--- config.mk ---
export PLATFORM = sky130hd
export DESIGN_NAME = qspi_sram_responder
export DESIGN_NICKNAME = d
export VERILOG_FILES = /design/src/rtl/qspi_pkg.sv /design/src/rtl/qspi_edge_sync.sv /design/src/rtl/qspi_sram_responder.sv
export SDC_FILE = /design/constraint.sdc
export NUM_CORES = 1
export LEC_CHECK = 0
export ABC_CLOCK_PERIOD_IN_PS = 2500
export CAP_MARGIN = 20
export CORE_MARGIN = 10
export CORE_UTILIZATION = 50
export CTS_CLUSTER_DIAMETER = 60
export DETAILED_ROUTE_END_ITERATION = 12
export PLACE_DENSITY = 0.84
export SLEW_MARGIN = 10
export SYNTH_ARGS = -nofsm -noshare
export SYNTH_HDL_FRONTEND = slang
export SYNTH_SLANG_ARGS = --single-unit
--- constraint.sdc ---
create_clock -name clk -period 2.5 [get_ports clk]
set_input_delay 0.25 -clock clk [delete_from_list [all_inputs] [get_ports clk]]
set_output_delay 0.25 -clock clk [all_outputs]
set_load 0.05 [all_outputs]
--- src/rtl/qspi_pkg.sv ---
// Shared QSPI target definitions: opcodes, wire-address width and responder FSM states.
package qspi_pkg;

  localparam int unsigned QSPI_WIRE_ADDR_W = 24;
  localparam int unsigned QSPI_NIB_W       = 4;

  localparam logic [7:0] QSPI_OP_READ  = 8'h03;
  localparam logic [7:0] QSPI_OP_WRITE = 8'h02;

  typedef enum logic [2:0] {
    ST_IDLE,
    ST_CMD,
    ST_ADDR,
    ST_DUMMY,
    ST_RDATA,
    ST_WDATA,
    ST_IGNORE
  } qspi_state_e;

endpackage

--- src/rtl/qspi_edge_sync.sv ---
// Two-flop synchronizers for cs_n/sck/sio plus edge pulses in the clk domain.
// Edge pulses are combinational from the synchronized flops (_c suffix).
module qspi_edge_sync
  import qspi_pkg::*;
(
  input  logic                  clk,
  input  logic                  reset,
  input  logic                  cs_n,
  input  logic                  sck,
  input  logic [QSPI_NIB_W-1:0] sio_i,
  output logic [QSPI_NIB_W-1:0] sio_s,
  output logic                  cs_low_c,
  output logic                  cs_fall_c,
  output logic                  cs_rise_c,
  output logic                  sck_rise_c,
  output logic                  sck_fall_c
);

  logic                  cs_meta, cs_s, cs_d, cs_armed;
  logic                  sck_meta, sck_s, sck_d;
  logic [QSPI_NIB_W-1:0] sio_meta;

  // cs chain resets low and must see a real high before a fall counts,
  // so a cs_n held low across reset never starts a transaction.
  always_ff @(posedge clk or posedge reset) begin
    if (reset) begin
      cs_meta  <= 1'b0;
      cs_s     <= 1'b0;
      cs_d     <= 1'b0;
      cs_armed <= 1'b0;
      sck_meta <= 1'b0;
      sck_s    <= 1'b0;
      sck_d    <= 1'b0;
      sio_meta <= '0;
      sio_s    <= '0;
    end else begin
      cs_meta  <= cs_n;
      cs_s     <= cs_meta;
      cs_d     <= cs_s;
      cs_armed <= cs_armed | cs_s;
      sck_meta <= sck;
      sck_s    <= sck_meta;
      sck_d    <= sck_s;
      sio_meta <= sio_i;
      sio_s    <= sio_meta;
    end
  end

  assign cs_low_c   = cs_armed & ~cs_s;
  assign cs_fall_c  = cs_d & ~cs_s;
  assign cs_rise_c  = cs_armed & ~cs_d & cs_s;
  assign sck_rise_c = sck_s & ~sck_d;
  assign sck_fall_c = ~sck_s & sck_d;

endmodule

--- src/rtl/qspi_sram_responder.sv ---
// SQI-mode serial-SRAM target backed by a byte-wide synchronous memory port.
// Optional QSPI_RESP_CMD_ERR_EN: unknown opcodes set a sticky cmd_err flag.
module qspi_sram_responder
  import qspi_pkg::*;
#(
  parameter int unsigned ADDR_W        = 17,
  parameter int unsigned DUMMY_NIBBLES = 2
) (
  input  logic                  clk,
  input  logic                  reset,
  input  logic                  cs_n,
  input  logic                  sck,
  input  logic [QSPI_NIB_W-1:0] sio_i,
  output logic [QSPI_NIB_W-1:0] sio_o,
  output logic                  sio_oe,
  output logic [ADDR_W-1:0]     mem_addr,
  output logic                  mem_re,
  input  logic [7:0]            mem_rdata,
  output logic                  mem_we,
  output logic [7:0]            mem_wdata,
  output logic                  busy,
  output logic                  cmd_err
);

  localparam int unsigned CNT_W    = 5;
  localparam int unsigned ASR_W    = QSPI_WIRE_ADDR_W - QSPI_NIB_W;
  localparam int unsigned ADDR_NIB = QSPI_WIRE_ADDR_W / QSPI_NIB_W;

  logic [QSPI_NIB_W-1:0] sio_s;
  logic                  cs_low_c, cs_fall_c, cs_rise_c, sck_rise_c, sck_fall_c;
  logic                  rise_c, fall_c;

  qspi_state_e           state;
  logic [CNT_W-1:0]      nib_cnt;
  logic [7:0]            opcode;
  logic [ASR_W-1:0]      addr_sr;
  logic                  half;
  logic [QSPI_NIB_W-1:0] nib_hold;
  logic [7:0]            rd_buf;
  logic                  rd_pend;

  qspi_edge_sync u_sync (
    .clk        (clk),
    .reset      (reset),
    .cs_n       (cs_n),
    .sck        (sck),
    .sio_i      (sio_i),
    .sio_s      (sio_s),
    .cs_low_c   (cs_low_c),
    .cs_fall_c  (cs_fall_c),
    .cs_rise_c  (cs_rise_c),
    .sck_rise_c (sck_rise_c),
    .sck_fall_c (sck_fall_c)
  );

  assign rise_c = sck_rise_c & cs_low_c;
  assign fall_c = sck_fall_c & cs_low_c;

  always_ff @(posedge clk or posedge reset) begin
    if (reset) begin
      state     <= ST_IDLE;
      nib_cnt   <= '0;
      opcode    <= '0;
      addr_sr   <= '0;
      half      <= 1'b0;
      nib_hold  <= '0;
      rd_buf    <= '0;
      rd_pend   <= 1'b0;
      sio_o     <= '0;
      sio_oe    <= 1'b0;
      mem_addr  <= '0;
      mem_re    <= 1'b0;
      mem_we    <= 1'b0;
      mem_wdata <= '0;
      busy      <= 1'b0;
`ifdef QSPI_RESP_CMD_ERR_EN
      cmd_err   <= 1'b0;
`endif
    end else begin
      mem_re  <= 1'b0;
      mem_we  <= 1'b0;
      busy    <= cs_low_c;
      rd_pend <= mem_re;
      if (rd_pend) rd_buf <= mem_rdata;
      if (mem_we) mem_addr <= mem_addr + ADDR_W'(1);

      if (cs_rise_c) begin
        state   <= ST_IDLE;
        sio_oe  <= 1'b0;
        half    <= 1'b0;
        nib_cnt <= '0;
      end else begin
        case (state)
          ST_IDLE: begin
            if (cs_fall_c) begin
              state   <= ST_CMD;
              nib_cnt <= '0;
              half    <= 1'b0;
            end
          end

          ST_CMD: begin
            if (rise_c) begin
              opcode  <= {opcode[3:0], sio_s};
              nib_cnt <= nib_cnt + CNT_W'(1);
              if (nib_cnt == CNT_W'(1)) begin
                nib_cnt <= '0;
                if ({opcode[3:0], sio_s} == QSPI_OP_READ ||
                    {opcode[3:0], sio_s} == QSPI_OP_WRITE) begin
                  state <= ST_ADDR;
                end else begin
                  state <= ST_IGNORE;
`ifdef QSPI_RESP_CMD_ERR_EN
                  cmd_err <= 1'b1;
`endif
                end
              end
            end
          end

          ST_ADDR: begin
            if (rise_c) begin
              addr_sr <= {addr_sr[ASR_W-QSPI_NIB_W-1:0], sio_s};
              nib_cnt <= nib_cnt + CNT_W'(1);
              if (nib_cnt == CNT_W'(ADDR_NIB - 1)) begin
                nib_cnt  <= '0;
                mem_addr <= ADDR_W'({addr_sr, sio_s});
                if (opcode == QSPI_OP_READ) begin
                  mem_re <= 1'b1;
                  state  <= ST_DUMMY;
                end else begin
                  half  <= 1'b0;
                  state <= ST_WDATA;
                end
              end
            end
          end

          ST_DUMMY: begin
            if (rise_c) begin
              nib_cnt <= nib_cnt + CNT_W'(1);
              if (nib_cnt == CNT_W'(DUMMY_NIBBLES - 1)) begin
                nib_cnt <= '0;
                half    <= 1'b0;
                state   <= ST_RDATA;
              end
            end
          end

          // High nibble goes out and frees rd_buf, so the prefetch can overwrite it.
          ST_RDATA: begin
            if (fall_c) begin
              if (!half) begin
                sio_o    <= rd_buf[7:4];
                nib_hold <= rd_buf[3:0];
                sio_oe   <= 1'b1;
                mem_addr <= mem_addr + ADDR_W'(1);
                mem_re   <= 1'b1;
                half     <= 1'b1;
              end else begin
                sio_o <= nib_hold;
                half  <= 1'b0;
              end
            end
          end

          ST_WDATA: begin
            if (rise_c) begin
              if (!half) begin
                nib_hold <= sio_s;
                half     <= 1'b1;
              end else begin
                mem_wdata <= {nib_hold, sio_s};
                mem_we    <= 1'b1;
                half      <= 1'b0;
              end
            end
          end

          ST_IGNORE: ;

          default: state <= ST_IDLE;
        endcase
      end
    end
  end

`ifndef QSPI_RESP_CMD_ERR_EN
  assign cmd_err = 1'b0;
`endif

endmodule

==> flow_summary.json, run 1 <==
{
  "io_buffer_count": 48,
  "final_cell_count_no_fill": 527,
  "rsz0062_at_grt": "no",
  "clock_latency_ns": 0.36,
  "ys_seq_elements": 91,
  "cp-end-kind": "register",
  "initial_core_util": 0.5112,
  "final_util": 0.6108,
  "grt.overflow.total": 0,
  "drt_iter0_drc": 167,
  "synth_nets": 386,
  "pin_count": 50,
  "dieWidth_um": 111.4,
  "synthCells": 367,
  "cts_sinks": 91,
  "setup_viol": 0,
  "htreeDepth": 3,
  "post-place-ws_ns": 0.3514,
  "cts_tree": "built",
  "drc": 0,
  "p_per_area_mw_per_mm2": 790.4,
  "place_inst": 512,
  "critPathLaunch": "nib_cnt[0]$_DFFE_PP0P_",
  "cts_inserted_buffers": 9,
  "cts_setup_buffers": 0,
  "synth_enable_flop_cells": 0,
  "detail-route-antenna-nets": 0,
  "maxCapViolCount": 0,
  "regToRegStartpoint": "nib_cnt[0]$_DFFE_PP0P_",
  "status": "finished clean",
  "coreArea_mm2": 0.008175,
  "max_freq_mhz": 457.7,
  "skew_ns": 0.006699,
  "yosys_warnings": 0,
  "die-area_mm2": 0.01241,
  "ir_drop_mv": 0.4053,
  "dr.pass1.iters": 4,
  "root_buffer": "clkbuf_8",
  "p_sw_w": 0.001327,
  "drive_above_1_share": 0.1825,
  "antenna_found_initial": 0,
  "setup_tns_ns": 0,
  "cp.required_ns": 2.79,
  "ys.flop_type": "dfrtp_1",
  "wl_per_cell_um": 17.07,
  "worst_pin_slew_ns": 0.6371,
  "hold_buffers": 0,
  "grt_util_all_layers": 0.1463,
  "layout_commonest_cell": "dfrtp_1",
  "cts.clk_slew.worst_paths_ns": 0.08,
  "ys_types": 59,
  "critPathLaunchType": "register",
  "pwr-share-seq": 0.502,
  "dr_total_vias": 3037,
  "grt_pass1_vias": 3120,
  "synth_area_mm2": 0.004179,
  "n_antenna_cell": 0,
  "area_growth_syn_to_layout_pct": 19.49,
  "min_period_over_period": 0.8739,
  "dp_hpwl_um": 6541,
  "final_cell_mix": "dfrtp_1 (91), clkdlybuf4s50_1 (48), mux2_2 (38)",
  "crit_arrival_ns": 2.47,
  "slew_violations": 0,
  "nets": 437,
  "grt_max_degree": 37,
  "rows": 33,
  "intPower_w": 0.002619,
  "p_clk_frac": 0.236,
  "fin_crit_ns": 2.185,
  "crit_type": "reg -> reg",
  "yosysSeqAreaShare": 0.5449,
  "synth.avg_cell_area_um2": 11.39,
  "swShare": 0.3363,
  "clk_path_buf_depth": 2,
  "p_comb_frac": 0.262,
  "ctsResizeCount": 0,
  "vias_per_cell": 5.763,
  "p_leak_nw": 2.148,
  "min_path_type": "in -> async",
  "drt_wl_total_um": 8996,
  "setup_ws_ns": 0.3151,
  "hold_violations": 0,
  "crit_fanout": 13,
  "relSlewSlack": 0.5713,
  "grt_pass1_wl_um": 15260,
  "die_h_um": 111.4,
  "gp_congestion": 0.8759,
  "async_flop_share": 1.000
}
## metrics by stage
step / instance area, µm² / hold WS, ns / total power [W]
final: 4994 / 0.3128 / 0.003947
after global routing: 4994 / 0.3054 / 0.004174
after CTS: 4994 / 0.3095 / 0.003968
after detailed placement: 4806 / 0.3347 / 0.003035
after global placement: 4806 / 0.3316 / 0.002970
after floorplan: 4183 / 0.2814 / 0.002717
## worst max-delay path, cell delays in order (launching register included)
cell,delay (ns)
dfrtp_1,0.43
ha_1,0.23
nand4bb_1,0.15
a21oi_2,0.07
or4_4,0.59
or4_1,0.55
o211ai_2,0.08
## state kept, by name, summed over array words and instances (netlist names), 3 cells and up
register / flops
addr_sr: 13
mem_addr: 17
mem_wdata: 8
nib_cnt: 5
nib_hold: 4
opcode: 8
rd_buf: 8
sio_o: 4
state: 3
u_sync.sio_meta: 4
u_sync.sio_s: 4
## synthesized netlist by cell type (3+ instances only)
cell type  count  area (µm²)
buf_2          5       25.02
nand2b_1       3       18.77
o21ai_0       24       120.1
o21bai_1       3       22.52
nand3_1       10       50.05
a21oi_1       12       60.06
a21o_1         3       22.52
xor2_1        10       87.58
nand2_1       34       127.6
clkbuf_1       9       33.78
o31ai_1        3       22.52
dfrtp_1       91        2277
o21a_1         3       22.52
mux2_2        38       427.9
nor2_1        17       63.81
inv_1         10       37.54
nor4_1         6       37.54
nand4_1        9       56.30
mux2i_1        8       80.08
ha_1           3       37.54
nor3_1         6       30.03
buf_4          4       30.03
xnor2_1        7       61.31
nand4bb_1      3       33.78
## area by class of cell
type	count	area (µm²)
Timing Repair Buffer	58	580.6
Sequential cell	91	2277
Tap cell	105	131.4
Fill cell	620	3182
Clock inverter	3	22.52
Clock buffer	12	165.2
Inverter	10	41.29
Multi-Input combinational cell	248	1775
## logic make-up (layout without fill, tap and decap cells)
| group | after synthesis | count (layout) | synth area share |
|---|---|---|---|
| AO/OA/AOI/OAI | 67 | 67 | 0.1048 |
| XOR/XNOR | 17 | 17 | 0.03563 |
| adder cells (fa/ha/maj) | 3 | 3 | 0.008983 |
| buffers and inverters | 28 | 83 | 0.03024 |
| flip-flops | 91 | 91 | 0.5449 |
| multiplexers | 46 | 46 | 0.1216 |
| other | 1 | 1 | 0.0008973 |
| AND/OR/NAND/NOR | 114 | 114 | 0.1530 |
## power by group through the flow
stage | sequential (W) | clock [W] | combinational [W]
after global placement | 0.00199 | 0 | 0.000983
final | 0.00198 | 0.000933 | 0.00103
after detailed placement | 0.00200 | 0 | 0.00103
after global routing | 0.00203 | 0.00102 | 0.00113
after CTS | 0.00198 | 0.000953 | 0.00104
after floorplan | 0.00206 | 0 | 0.000653
## final timing paths
check                                                     to  slack [ns]  depth (start not counted)
min in group clk                u_sync.sio_meta[3]$_DFF_PP0_        0.32                          1
worst min register to register        u_sync.sck_s$_DFF_PP0_        0.35                          0
worst min-delay path                    sio_o[0]$_DFFE_PP0P_        0.31                          2
worst max-delay path                  nib_cnt[3]$_DFFE_PP0P_        0.32                          6
max in group asynchronous             mem_addr[12]$_DFF_PP0_        1.63                          3
worst max register to register        nib_cnt[3]$_DFFE_PP0P_        0.32                          6
## metal layers
metal / vias to the layer above / share of wire / track usage
met5: - / 0 / 0
met4: 0 / 0.026 / 0.07455
met3: 21 / 0.049 / 0.02952
met2: 88 / 0.50 / 0.2415
met1: 1508 / 0.43 / 0.1774
li1: 1420 / - / -
(Power assumes the default switching activity.)
==> inputs of run 2 (changes only) <==
--- a/config.mk
+++ b/config.mk
@@ -6,7 +6,7 @@
 export NUM_CORES = 1
 export LEC_CHECK = 0
 export ABC_CLOCK_PERIOD_IN_PS = 2500
-export CAP_MARGIN = 20
+export CAP_MARGIN = 15
 export CORE_MARGIN = 10
 export CORE_UTILIZATION = 50
 export CTS_CLUSTER_DIAMETER = 60
==> results of run 2 <==
Final layout, timing and power as in run 1 (identical DEF).
